===== config.mk =====
export PLATFORM = sky130hd
export DESIGN_NAME = lc3_regfile_wr
export DESIGN_NICKNAME = d
export VERILOG_FILES = /design/src/rtl/lc3_regfile_wr_pkg.sv /design/src/rtl/lc3_regfile_wr_dec3to8.sv /design/src/rtl/lc3_regfile_wr.sv
export SDC_FILE = /design/constraint.sdc
export NUM_CORES = 1
export LEC_CHECK = 0
export ABC_AREA = 1
export ABC_CLOCK_PERIOD_IN_PS = 1750
export CAP_MARGIN = 20
export CORE_MARGIN = 8
export CORE_UTILIZATION = 45
export DETAILED_ROUTE_END_ITERATION = 10
export HOLD_SLACK_MARGIN = 0.08
export PLACE_DENSITY = 0.67
export SLEW_MARGIN = 25
export SYNTH_ARGS = -nofsm -noshare
export SYNTH_HDL_FRONTEND = slang
export SYNTH_SLANG_ARGS = --single-unit

===== constraint.sdc =====
create_clock -name clk -period 1.75 [get_ports clk]
set_clock_uncertainty 0.15 [all_clocks]
set_input_delay 0.35 -clock clk [delete_from_list [all_inputs] [get_ports clk]]
set_output_delay 0.35 -clock clk [all_outputs]
set_load 0.02 [all_outputs]

===== src/rtl/lc3_regfile_wr_pkg.sv =====
// Shared types and constants for the LC-3 register file slice.
`timescale 1ns/1ps
package lc3_types;

   typedef logic [15:0] lc3_word;
   typedef logic [2:0]  lc3_reg_idx;

   typedef struct packed {
      logic n;
      logic z;
      logic p;
   } lc3_cc;

   localparam int    NREGS    = 8;
   localparam lc3_cc CC_RESET = '{n: 1'b0, z: 1'b1, p: 1'b0};

endpackage


===== src/rtl/lc3_regfile_wr_dec3to8.sv =====
// 3-bit index to 8-bit one-hot decoder with enable.
// All outputs are zero when en is low.
`timescale 1ns/1ps
module dec3to8 (
   input  logic       en,
   input  logic [2:0] idx,
   output logic [7:0] onehot
);

   // Each output bit is one comparator against its own index.
   generate
      for (genvar gi = 0; gi < 8; gi++) begin : g_bit
         assign onehot[gi] = en && (idx == 3'(gi));
      end
   endgenerate

endmodule


===== src/rtl/lc3_regfile_wr.sv =====
// LC-3 general register file R0..R7.
// Contents:
// - write-side one-hot destination decode
// - two combinational read ports with same-cycle write forwarding
// - NZP condition codes
// - per-register busy scoreboard
// Storage is a flop array because it needs the asynchronous reset.
`timescale 1ns/1ps
module lc3_regfile_wr
   import lc3_types::*;
#(
   parameter int width = 16
) (
   input  logic             clk,
   input  logic             rst_n,
   input  logic             ld_reg,
   input  logic [2:0]       dest,
   input  logic [width-1:0] wdata,
   input  logic             ld_cc,
   input  logic             rsv,
   input  logic [2:0]       rsv_dest,
   input  logic [2:0]       sr1,
   input  logic [2:0]       sr2,
   output logic [width-1:0] sr1_out,
   output logic [width-1:0] sr2_out,
   output logic             sr1_busy,
   output logic             sr2_busy,
   output logic             n,
   output logic             z,
   output logic             p
);

   logic [NREGS-1:0] wr_en;
   logic [NREGS-1:0] rsv_en;
   logic [width-1:0] reg_file [NREGS];
   logic [NREGS-1:0] busy_reg;
   lc3_cc            cc_reg;
   lc3_cc            cc_next;

   dec3to8 u_wr_dec (
      .en     (ld_reg),
      .idx    (dest),
      .onehot (wr_en)
   );

   dec3to8 u_rsv_dec (
      .en     (rsv),
      .idx    (rsv_dest),
      .onehot (rsv_en)
   );

   // Register storage: only the decoded destination loads wdata.
   always_ff @(posedge clk or negedge rst_n) begin
      if (!rst_n) begin
         for (int i = 0; i < NREGS; i++) begin
            reg_file[i] <= '0;
         end
      end else begin
         for (int i = 0; i < NREGS; i++) begin
            if (wr_en[i]) begin
               reg_file[i] <= wdata;
            end
         end
      end
   end

   // Scoreboard: a write retires the producer, but a same-cycle reserve
   // of that index is a new producer in flight and therefore wins.
   always_ff @(posedge clk or negedge rst_n) begin
      if (!rst_n) begin
         busy_reg <= '0;
      end else begin
         busy_reg <= (busy_reg & ~wr_en) | rsv_en;
      end
   end

   // Condition codes derived from the word on the write bus.
   always_comb begin
      cc_next   = cc_reg;
      cc_next.n = wdata[width-1];
      cc_next.z = (wdata == '0);
      cc_next.p = !wdata[width-1] && (wdata != '0);
   end

   // Condition-code register, loaded independently of the register write.
   always_ff @(posedge clk or negedge rst_n) begin
      if (!rst_n) begin
         cc_reg <= CC_RESET;
      end else if (ld_cc) begin
         cc_reg <= cc_next;
      end
   end

   // Read port 1: forward the in-flight write; a forwarded operand is not busy.
   always_comb begin
      sr1_out  = reg_file[sr1];
      sr1_busy = busy_reg[sr1] && !wr_en[sr1];
      if (wr_en[sr1]) begin
         sr1_out = wdata;
      end
   end

   // Read port 2: same rules as port 1.
   always_comb begin
      sr2_out  = reg_file[sr2];
      sr2_busy = busy_reg[sr2] && !wr_en[sr2];
      if (wr_en[sr2]) begin
         sr2_out = wdata;
      end
   end

   assign n = cc_reg.n;
   assign z = cc_reg.z;
   assign p = cc_reg.p;

endmodule


==> results.py <==
metrics = {
    "flow_run": {
        "max_cap_viol_count": 0,
    },
    "critical_path": {
        "crit_type": "input port to output pin",
        "cp.arrival_ns": 1.68,
        "crit_required_ns": 1.25,
        "cp_max_fo": 8,
        "ff2ff_setup_slack_ns": 0.79,
        "crit_path_end_kind": "output pin",
        "r2r-start": "busy_reg[3]",
        "crit-reg2reg-capture": "busy_reg[3]",
        "critPathLaunchType": "input port",
        "r2r_cells": 3,
    },
    "place": {
        "port_buffers": 69,
        "placed_cells": 1517,
        "place_congestion": 0.915,
        "hpwlAfterDp_um": 19300,
    },
    "power_and_ir_drop": {
        "leakage_nw": 5.95,
        "seqPwrFrac": 0.368,
        "netSwitchingFraction": 0.341,
        "ir_drop_v": 0.000645,
        "pwr-share-clk": 0.324,
        "p_int_mw": 7.61,
        "p_per_area_nw_per_um2": 946,
        "p_sw_mw": 3.94,
        "combPwrFrac": 0.308,
    },
    "sta": {
        "post-route-period-util": 1.25,
        "setup_violations": 34,
        "worst_pin_slew_ns": 0.416,
        "maxSlewHeadroom": 0.722,
        "fmax_ghz": 0.458,
        "whs_ns": 0.240,
        "fin_crit_ns": 2.18,
        "rsz0062_at_grt": "true",
        "hold_violations": 0,
        "drv_slew": 0,
        "fin_ws_ns": -0.434,
    },
    "finish": {
        "multi_input_area_um2": 5110,
        "final_cell_mix": "nand2_1 (415), o21ai_0 (138), dfrtp_1 (138), o211ai_1 (128), buf_4 (87)",
        "regArea_um2": 3480,
        "num_antenna_cells": 0,
        "area_growth_pct": 44.7,
        "layout_commonest_cell": "nand2_1",
        "final.fill_count": 1499,
        "layout.cells.non_filler": 1602,
        "largest_reg_flops": 128,
        "fin_nets": 1388,
        "drive_above_1_share": 0.308,
    },
    "route": {
        "drt_iter0_markers": 1033,
        "drt-total-wl_um": 31600,
        "drc_errors": 0,
        "drtPass1Iterations": 5,
        "wl_per_cell_um": 19.7,
        "vias_per_cell": 5.79,
        "vias": 9269,
        "ant_nets": 0,
    },
    "synthesis": {
        "synth_top_cell_by_area": "dfrtp_1",
        "ys_seq_area_frac": 0.412,
        "synth_edf_count": 0,
        "ys_seq_elements": 139,
        "synth_cell_type_count": 22,
        "synth_ff_type": "dfrtp_1",
        "syn_avg_cell_area_um2": 7.03,
        "netlist_area_um2": 8440,
        "async_flop_share": 1.00,
        "synth_warnings": 0,
        "yosysTopAreaCellShare": 0.409,
        "synth.area.top_cells": "dfrtp_1 (41%), nand2_1 (22%), o211ai_1 (11%), o21ai_0 (8.7%), inv_1 (4.1%)",
        "syn_nets": 1234,
        "netlist_instances": 1201,
    },
    "die": {
        "rows": 50,
        "coreArea_um2": 18600,
        "die_x_um": 153,
        "dieArea_um2": 23400,
        "die_y_um": 153,
        "io_pins": 70,
        "start_util": 0.454,
    },
    "cts": {
        "clockBufferDepth": 2,
        "clock_latency_ns": 0.43,
        "cts_tree": "built",
        "cts.sinks": 139,
        "cts.clk_slew.worst_paths_ns": 0.06,
        "cts_root_buf": "clkbuf_16",
        "cts-buffers-inserted": 17,
        "h-tree-depth": 4,
    },
    "grt": {
        "grt_start_max_net_pins": 39,
        "grt_pass1_wl_um": 47200,
        "grt_usage": 0.254,
        "grt_pass1_vias": 8634,
        "grt_overflow": 0,
        "grt_antenna_before_repair": 0,
    },
    "outcome": {
        "failed_checks": "setup timing",
        "status": "finished, violations left",
    },
    "worst_hold_path": {
        "hold_class": "input port to asynchronous set/reset pin",
    },
}
## stage by stage
stage	cell area [µm²]	TNS, ns	utilization	power [mW]	setup slack [ns]
6_report	12200	-13.39	0.658	11.6	-0.434
5_1_grt	12200	-14.75	0.658	12.1	-0.482
4_1_cts	11600	-11.27	0.622	11.2	-0.436
3_5_place_dp	10100	-55.49	0.544	7.15	-1.29
3_3_place_gp	10100	-50.60	0.544	7.09	-1.25
2_1_floorplan	8660	-0.972	-	6.03	-0.0458
## critical path, stage by stage
cell,delay (ns)
buf_8,0.08
inv_4,0.03
nor2_4,0.11
buf_12,0.16
nand2_8,0.08
nand2_4,0.09
nand3_4,0.11
nand2_4,0.13
buf_12,0.12
nand2_8,0.10
nand3_2,0.12
nand2_2,0.07
buf_6,0.13
## cells in the mapped netlist, types with 6 or more instances
master,count
nor2_1,6
nand3_2,10
o211ai_1,128
inv_1,92
nand3_1,68
clkbuf_1,38
buf_2,26
nand2_1,494
a21oi_1,10
inv_2,6
dfrtp_1,138
buf_4,10
o21ai_0,146
nand2_2,12
## how the worst max path moves through the flow
| stage | startpoint | endpoint | slack [ns] | cells past startpoint |
|---|---|---|---|---|
| 3_5_place_dp | dest[0] | sr1_out[6] | -1.29 | 11 |
| 2_1_floorplan | ld_reg | sr1_out[10] | -0.05 | 10 |
| 3_3_place_gp | dest[2] | sr1_out[6] | -1.25 | 11 |
| 4_1_cts | dest[2] | sr1_out[13] | -0.44 | 11 |
| 5_1_grt | ld_reg | sr2_out[15] | -0.48 | 13 |
| 6_report | ld_reg | sr2_out[14] | -0.43 | 13 |
## power by group through the flow
stage	clock network [mW]	registers (mW)	logic (mW)
after floorplan	0	4.16	1.88
after global placement	0	4.23	2.86
after detailed placement	0	4.25	2.91
after CTS	3.76	4.21	3.23
after global routing	3.89	4.31	3.90
final	3.75	4.25	3.55
## kinds of logic (layout without fill, tap and decap cells)
group | count (synthesis) | count (layout) | synth area share
buffers and inverters | 181 | 344 | 0.0926
flip-flops | 139 | 139 | 0.412
AND/OR/NAND/NOR | 597 | 601 | 0.289
AO/OA/AOI/OAI | 284 | 284 | 0.206
## area by class of cell
class,count,area share
inverters,99,0.0325
well taps,234,0.0240
clock inverters,10,0.0117
clock buffers,22,0.0372
repair buffers,213,0.192
flip-flops and latches,139,0.285
multi-input cells,885,0.418
## per-layer routing
layer,wire (µm),up-vias,track usage
met1,13100,4399,0.343
met5,0,-,0
met3,2950,86,0.0564
met2,14500,488,0.393
met4,966,0,0.0886
li1,-,4296,-
## what timing repair did
action,CTS,global route
gates cloned,7,1
hold buffers,1,0
endpoints found under the hold margin,139,0
resized for setup,362,113
setup endpoints to repair,37,34
setup buffers,20,26
pin swaps,62,64
(Power assumes the default switching activity.)
